[config.mk]
export PLATFORM = sky130hd
export DESIGN_NAME = crc8_serial
export DESIGN_NICKNAME = d
export VERILOG_FILES = /design/src/rtl/crc8_serial.sv
export SDC_FILE = /design/constraint.sdc
export NUM_CORES = 1
export LEC_CHECK = 0
export BUFFER_PORTS_ARGS = -buffer_cell sky130_fd_sc_hd__buf_2
export CORE_MARGIN = 2
export CORE_UTILIZATION = 48
export DETAILED_ROUTE_END_ITERATION = 10
export PLACE_DENSITY = 0.84
export SLEW_MARGIN = 15
export SYNTH_ARGS = -nofsm -noshare
export SYNTH_HDL_FRONTEND = slang
export SYNTH_SLANG_ARGS = --single-unit
export TNS_END_PERCENT = 5
[constraint.sdc]
create_clock -name clk -period 1.13 [get_ports clk]
set_input_delay 0.0565 -clock clk [delete_from_list [all_inputs] [get_ports clk]]
set_output_delay 0.0565 -clock clk [all_outputs]
set_load 0.01 [all_outputs]
[src/rtl/crc8_serial.sv]
// crc8_serial: bit-serial Galois-LFSR CRC over framed bytes, MSB-first, one bit per clock.
// Optional CRC8_SERIAL_CHECK_EN adds crc_expected/crc_ok result comparison.
module crc8_serial #(
  parameter int              WIDTH = 8,
  parameter logic [WIDTH-1:0] POLY = 8'h07,
  parameter logic [WIDTH-1:0] INIT = 8'h00
) (
  input  logic             clk,
  input  logic             rst,
  input  logic [WIDTH-1:0] in_data,
  input  logic             in_valid,
  input  logic             in_sof,
  input  logic             in_eof,
  output logic             in_ready,
  output logic             busy,
  output logic [WIDTH-1:0] crc_out,
  output logic             crc_valid
`ifdef CRC8_SERIAL_CHECK_EN
  ,
  input  logic [WIDTH-1:0] crc_expected,
  output logic             crc_ok
`endif
);
  localparam int CW = (WIDTH > 1) ? $clog2(WIDTH) : 1;
  typedef enum logic [1:0] {IDLE, SHIFT, DONE} state_t;
  state_t           state_q, state_d;
  logic [WIDTH-1:0] crc_q, crc_d, sh_q, sh_d, out_q, out_d;
  logic [CW-1:0]    cnt_q, cnt_d;
  logic             eof_q, eof_d, vld_q, vld_d, fb;
  assign in_ready  = (state_q == IDLE) & ~rst;
  assign busy      = (state_q != IDLE);
  assign crc_out   = out_q;
  assign crc_valid = vld_q;
  assign fb        = crc_q[WIDTH-1] ^ sh_q[WIDTH-1];
  always_comb begin
    state_d = state_q;
    crc_d   = crc_q;
    sh_d    = sh_q;
    cnt_d   = cnt_q;
    eof_d   = eof_q;
    out_d   = out_q;
    vld_d   = 1'b0;
    case (state_q)
      IDLE: if (in_valid) begin
        sh_d    = in_data;
        eof_d   = in_eof;
        cnt_d   = CW'(WIDTH - 1);
        crc_d   = in_sof ? INIT : crc_q;
        state_d = SHIFT;
      end
      SHIFT: begin
        crc_d   = {crc_q[WIDTH-2:0], 1'b0} ^ (fb ? POLY : '0);
        sh_d    = {sh_q[WIDTH-2:0], 1'b0};
        cnt_d   = cnt_q - 1'b1;
        state_d = (cnt_q == '0) ? (eof_q ? DONE : IDLE) : SHIFT;
      end
      DONE: begin
        out_d   = crc_q;
        vld_d   = 1'b1;
        state_d = IDLE;
      end
      default: state_d = IDLE;
    endcase
  end
  always_ff @(posedge clk or posedge rst) begin
    if (rst) begin
      state_q <= IDLE;
      crc_q   <= INIT;
      sh_q    <= '0;
      cnt_q   <= '0;
      eof_q   <= 1'b0;
      out_q   <= '0;
      vld_q   <= 1'b0;
    end else begin
      state_q <= state_d;
      crc_q   <= crc_d;
      sh_q    <= sh_d;
      cnt_q   <= cnt_d;
      eof_q   <= eof_d;
      out_q   <= out_d;
      vld_q   <= vld_d;
    end
  end
`ifdef CRC8_SERIAL_CHECK_EN
  logic ok_q;
  assign crc_ok = ok_q;
  always_ff @(posedge clk or posedge rst) begin
    if (rst) ok_q <= 1'b0;
    else if (state_q == DONE) ok_q <= (crc_q == crc_expected);
  end
`endif
endmodule

==> reports/qor.csv <==
stage;metric;value;unit
timing;maxSlewViolCount;0;
setup_path;path_buf_inv;3;
power_and_ir_drop;worst_ir_drop_vdd;1.80;mV
global_routing;antenna_found_initial;0;
setup_path;critical_path_fanouts_max;2;
setup_path;worstPathCellList;buf_6 > nor2_4 > inv_2 > nor2_1 > buf_2;
timing;final_min_period_over_clock_period;1.14;
final_layout;leading_cell_type_in_the_layout_fill_and_taps_excluded;sky130_fd_sc_hd__dfrtp_1;
global_routing;grt.overflow.total;0;
detailed_routing;drt_first_iter_violations;4;
setup_path;max_stage_delay;0.42;ns
job;timing.max_cap.violations;0;
detailed_routing;antenna_left;0;
setup_path;end_of_the_worst_register_to_register_path;crc_q[0];
floorplan;initial_util;0.496;
global_routing;grt_start_max_net_pins;32;
place;dpl.cell_count;164;
setup_path;timing_worst_setup_path_type;reg2out;
setup_path;start_kind;flop;
worst_hold_path;hold_path_end;eof_q;
setup_path;critical_path.top_delay_family;flip-flops;
clocking;later_pin_clock_latency_in_the_skew_report;0.32;ns
yosys;postSynthCellCount;109;
place;dpl.hpwl;1.72;mm
final_layout;num_antenna_cells;0;
detailed_routing;viasPerCell;5.25;
final_layout;most_used_cells_in_the_layout_excluding_fill_and_tap_cells;sky130_fd_sc_hd__dfrtp_1 (31), sky130_fd_sc_hd__buf_2 (23), sky130_fd_sc_hd__inv_1 (13), sky130_fd_sc_hd__mux2_2 (9);
final_layout;fin_nets;160;
place;place.port_buffers;23;
clocking;worst_setup_hold_path_clk_slew;0.09;ns
setup_path;worst_path_max_delay_cell;sky130_fd_sc_hd__dfrtp_1;
yosys;synth-seq-cells;31;
clocking;cts.htree.levels;2;
timing;final_period_minus_worst_setup_slack;1.28;ns
floorplan;design.die.area;3210;sq um
yosys;top_reg_cell_synth;sky130_fd_sc_hd__dfrtp_1;
status;failed_checks;setup timing;
clocking;clock_sink_count;31;
timing;maxClockFrequency;778;MHz
clocking;clock-root-buffer;sky130_fd_sc_hd__clkbuf_4;
setup_path;rrSetupSlack;-0.10;ns
timing;setup_ws;-0.155;ns
global_routing;wire_length_of_the_first_global_routing_pass;4.23;mm
detailed_routing;wire_length_reported_by_the_detailed_router;2.48;mm
setup_path;critical_path_arrival;1.23;ns
yosys;synthesis.yosys.warnings;0;
timing;worst_margin_slew;0.382;ns
yosys;syn-num-nets;124;
global_routing;grt_util_all_layers;0.179;
timing;timing_hold_violations_final;0;
floorplan;fp.coreArea;2690;sq um
yosys;synthesis.area;1330;sq um
power_and_ir_drop;leakage;0.879;nW
yosys;synth-async-reset-ratio;1.00;
global_routing;grt_pass1_vias;928;
worst_hold_path;whs_path_depth;3;
floorplan;chipHeight;56.7;um
setup_path;cp_data_required_time;1.07;ns
setup_path;critical_path.reg2reg.startpoint;state_q[1];
detailed_routing;drt_pass1_iterations;3;
yosys;post_synth.cell_area_avg;12.2;sq um
clocking;cts_max_path_buffers;2;
final_layout;syn2layout_area_growth;25.7;%
floorplan;std_cell_rows;19;
worst_hold_path;timing.hold.worst.class;in2reg;
yosys;synth-seq-area-share;0.582;
place;routabilityCongestion;0.686;
setup_path;crit_path_end_kind;output port;
timing;finClkSkew;0.00619;ns
detailed_routing;drc;0;
power_and_ir_drop;pwr_density_cell;2660;nW/um^2
setup_path;number_of_cells_traversed_by_the_worst_register_to_register_path;6;
yosys;synth_cell_types;24;
timing;slew_headroom;0.746;
clocking;cts_made_buffers;5;
timing;setup_repair_after_global_routing_missed_its_margin;yes;
floorplan;floorplan.io_pins;24;
clocking;clock_tree_from_tritoncts;done;
final_layout;postLayoutCoreUtil;0.624;
final_layout;ratio_of_cells_with_drive_above_1_in_the_final_layout;0.384;
status;status;complete, but fails checks;
floorplan;dieWidth;56.7;um
detailed_routing;routed-via-count;929;
yosys;synth-edff-count;0;
final_layout;finalNonFillerCells;177;
worst_hold_path;holdCritStartpoint;in_valid;
timing;report.final.setup_viol;30;
detailed_routing;wire_per_inst;14.0;um
## worst max path at each step
stage / from / to / slack (ns) / depth (start not counted)
after floorplan: state_q[0] / crc_out[0] / 0.02 / 3
after global placement: state_q[0] / sh_q[3] / -0.03 / 3
after detailed placement: state_q[0] / crc_q[2] / -0.09 / 3
after CTS: state_q[0] / in_ready / -0.15 / 5
after global routing: state_q[1] / in_ready / -0.23 / 5
final: state_q[1] / in_ready / -0.15 / 5
## flip-flops by register name (all words and copies together) (netlist names)
signal	flops
cnt_q	3
crc_q	8
eof_q	1
state_q	2
crc_valid	1
crc_out	8
sh_q	8
## layer usage
layer,routed length (um),share of wire,up-vias,global-route usage
li1,-,-,448,-
met1,989,0.40,456,0.194
met2,1310,0.53,19,0.307
met3,136,0.055,6,0.0737
met4,44,0.018,0,0.0714
met5,0,0,-,0
## repair_timing
action                                  4_1_cts  5_1_grt
endpoints found under the hold margin        33        0
resized for setup                            12        0
hold buffers                                  3        0
pin swaps                                     3        2
endpoints found under the setup margin       26       31
buffers inserted                              3        0
## synth_stat cells (all sizes together), types with 2 or more instances
cell / instances / area share
xnor2: 3 / 0.020
buf: 7 / 0.028
o22a: 7 / 0.046
nor2b: 2 / 0.0094
a22o: 7 / 0.046
dfrtp: 31 / 0.58
inv: 14 / 0.039
ha: 2 / 0.019
mux2: 9 / 0.076
a21oi: 4 / 0.015
nor2: 5 / 0.016
a2bb2oi: 7 / 0.046
nand2b: 2 / 0.0094
## layout make-up
| type | count | area, sq um |
|---|---|---|
| well taps | 31 | 38.8 |
| multi-input cells | 57 | 499 |
| inverters | 14 | 52.6 |
| fillers | 208 | 1010 |
| flip-flops and latches | 31 | 776 |
| clock buffers | 8 | 68.8 |
| repair buffers | 36 | 240 |
## tightest hold or removal path: cells and delay by family
| kind | cells | cell delay [ns] |
|---|---|---|
| buffers and inverters | 1 | 0.14 |
| multiplexers | 1 | 0.14 |
| AND/OR/NAND/NOR | 1 | 0.07 |
## kinds of logic after synthesis
| logic type | share of synthesized area |
|---|---|
| AOI/OAI and AO/OA | 0.183 |
| xor gates and xnor gates | 0.0197 |
| adders and majority gates | 0.0188 |
| buffers and inverters | 0.0676 |
| DFF | 0.582 |
| muxes | 0.0761 |
| and+or+nand+nor | 0.0526 |
## power by group
part           internal [mW]  total, mW  switching (mW)
sequential              1.58       1.88           0.298
combinational           1.03       1.85           0.820
clock                  0.366      0.723           0.357
## stage by stage
step	TNS, ns	hold WS [ns]	setup slack (ns)	power, mW	area (sq um)
floorplan	0	0.160	0.0222	3.13	1330
global placement	-0.313	0.154	-0.0323	3.48	1520
detailed placement	-1.49	0.163	-0.0944	3.63	1520
CTS	-1.90	0.0934	-0.152	4.49	1680
global route	-3.57	0.0862	-0.225	4.80	1680
finish	-2.07	0.105	-0.155	4.45	1680
Note: power is estimated with default switching activity, not from simulation.
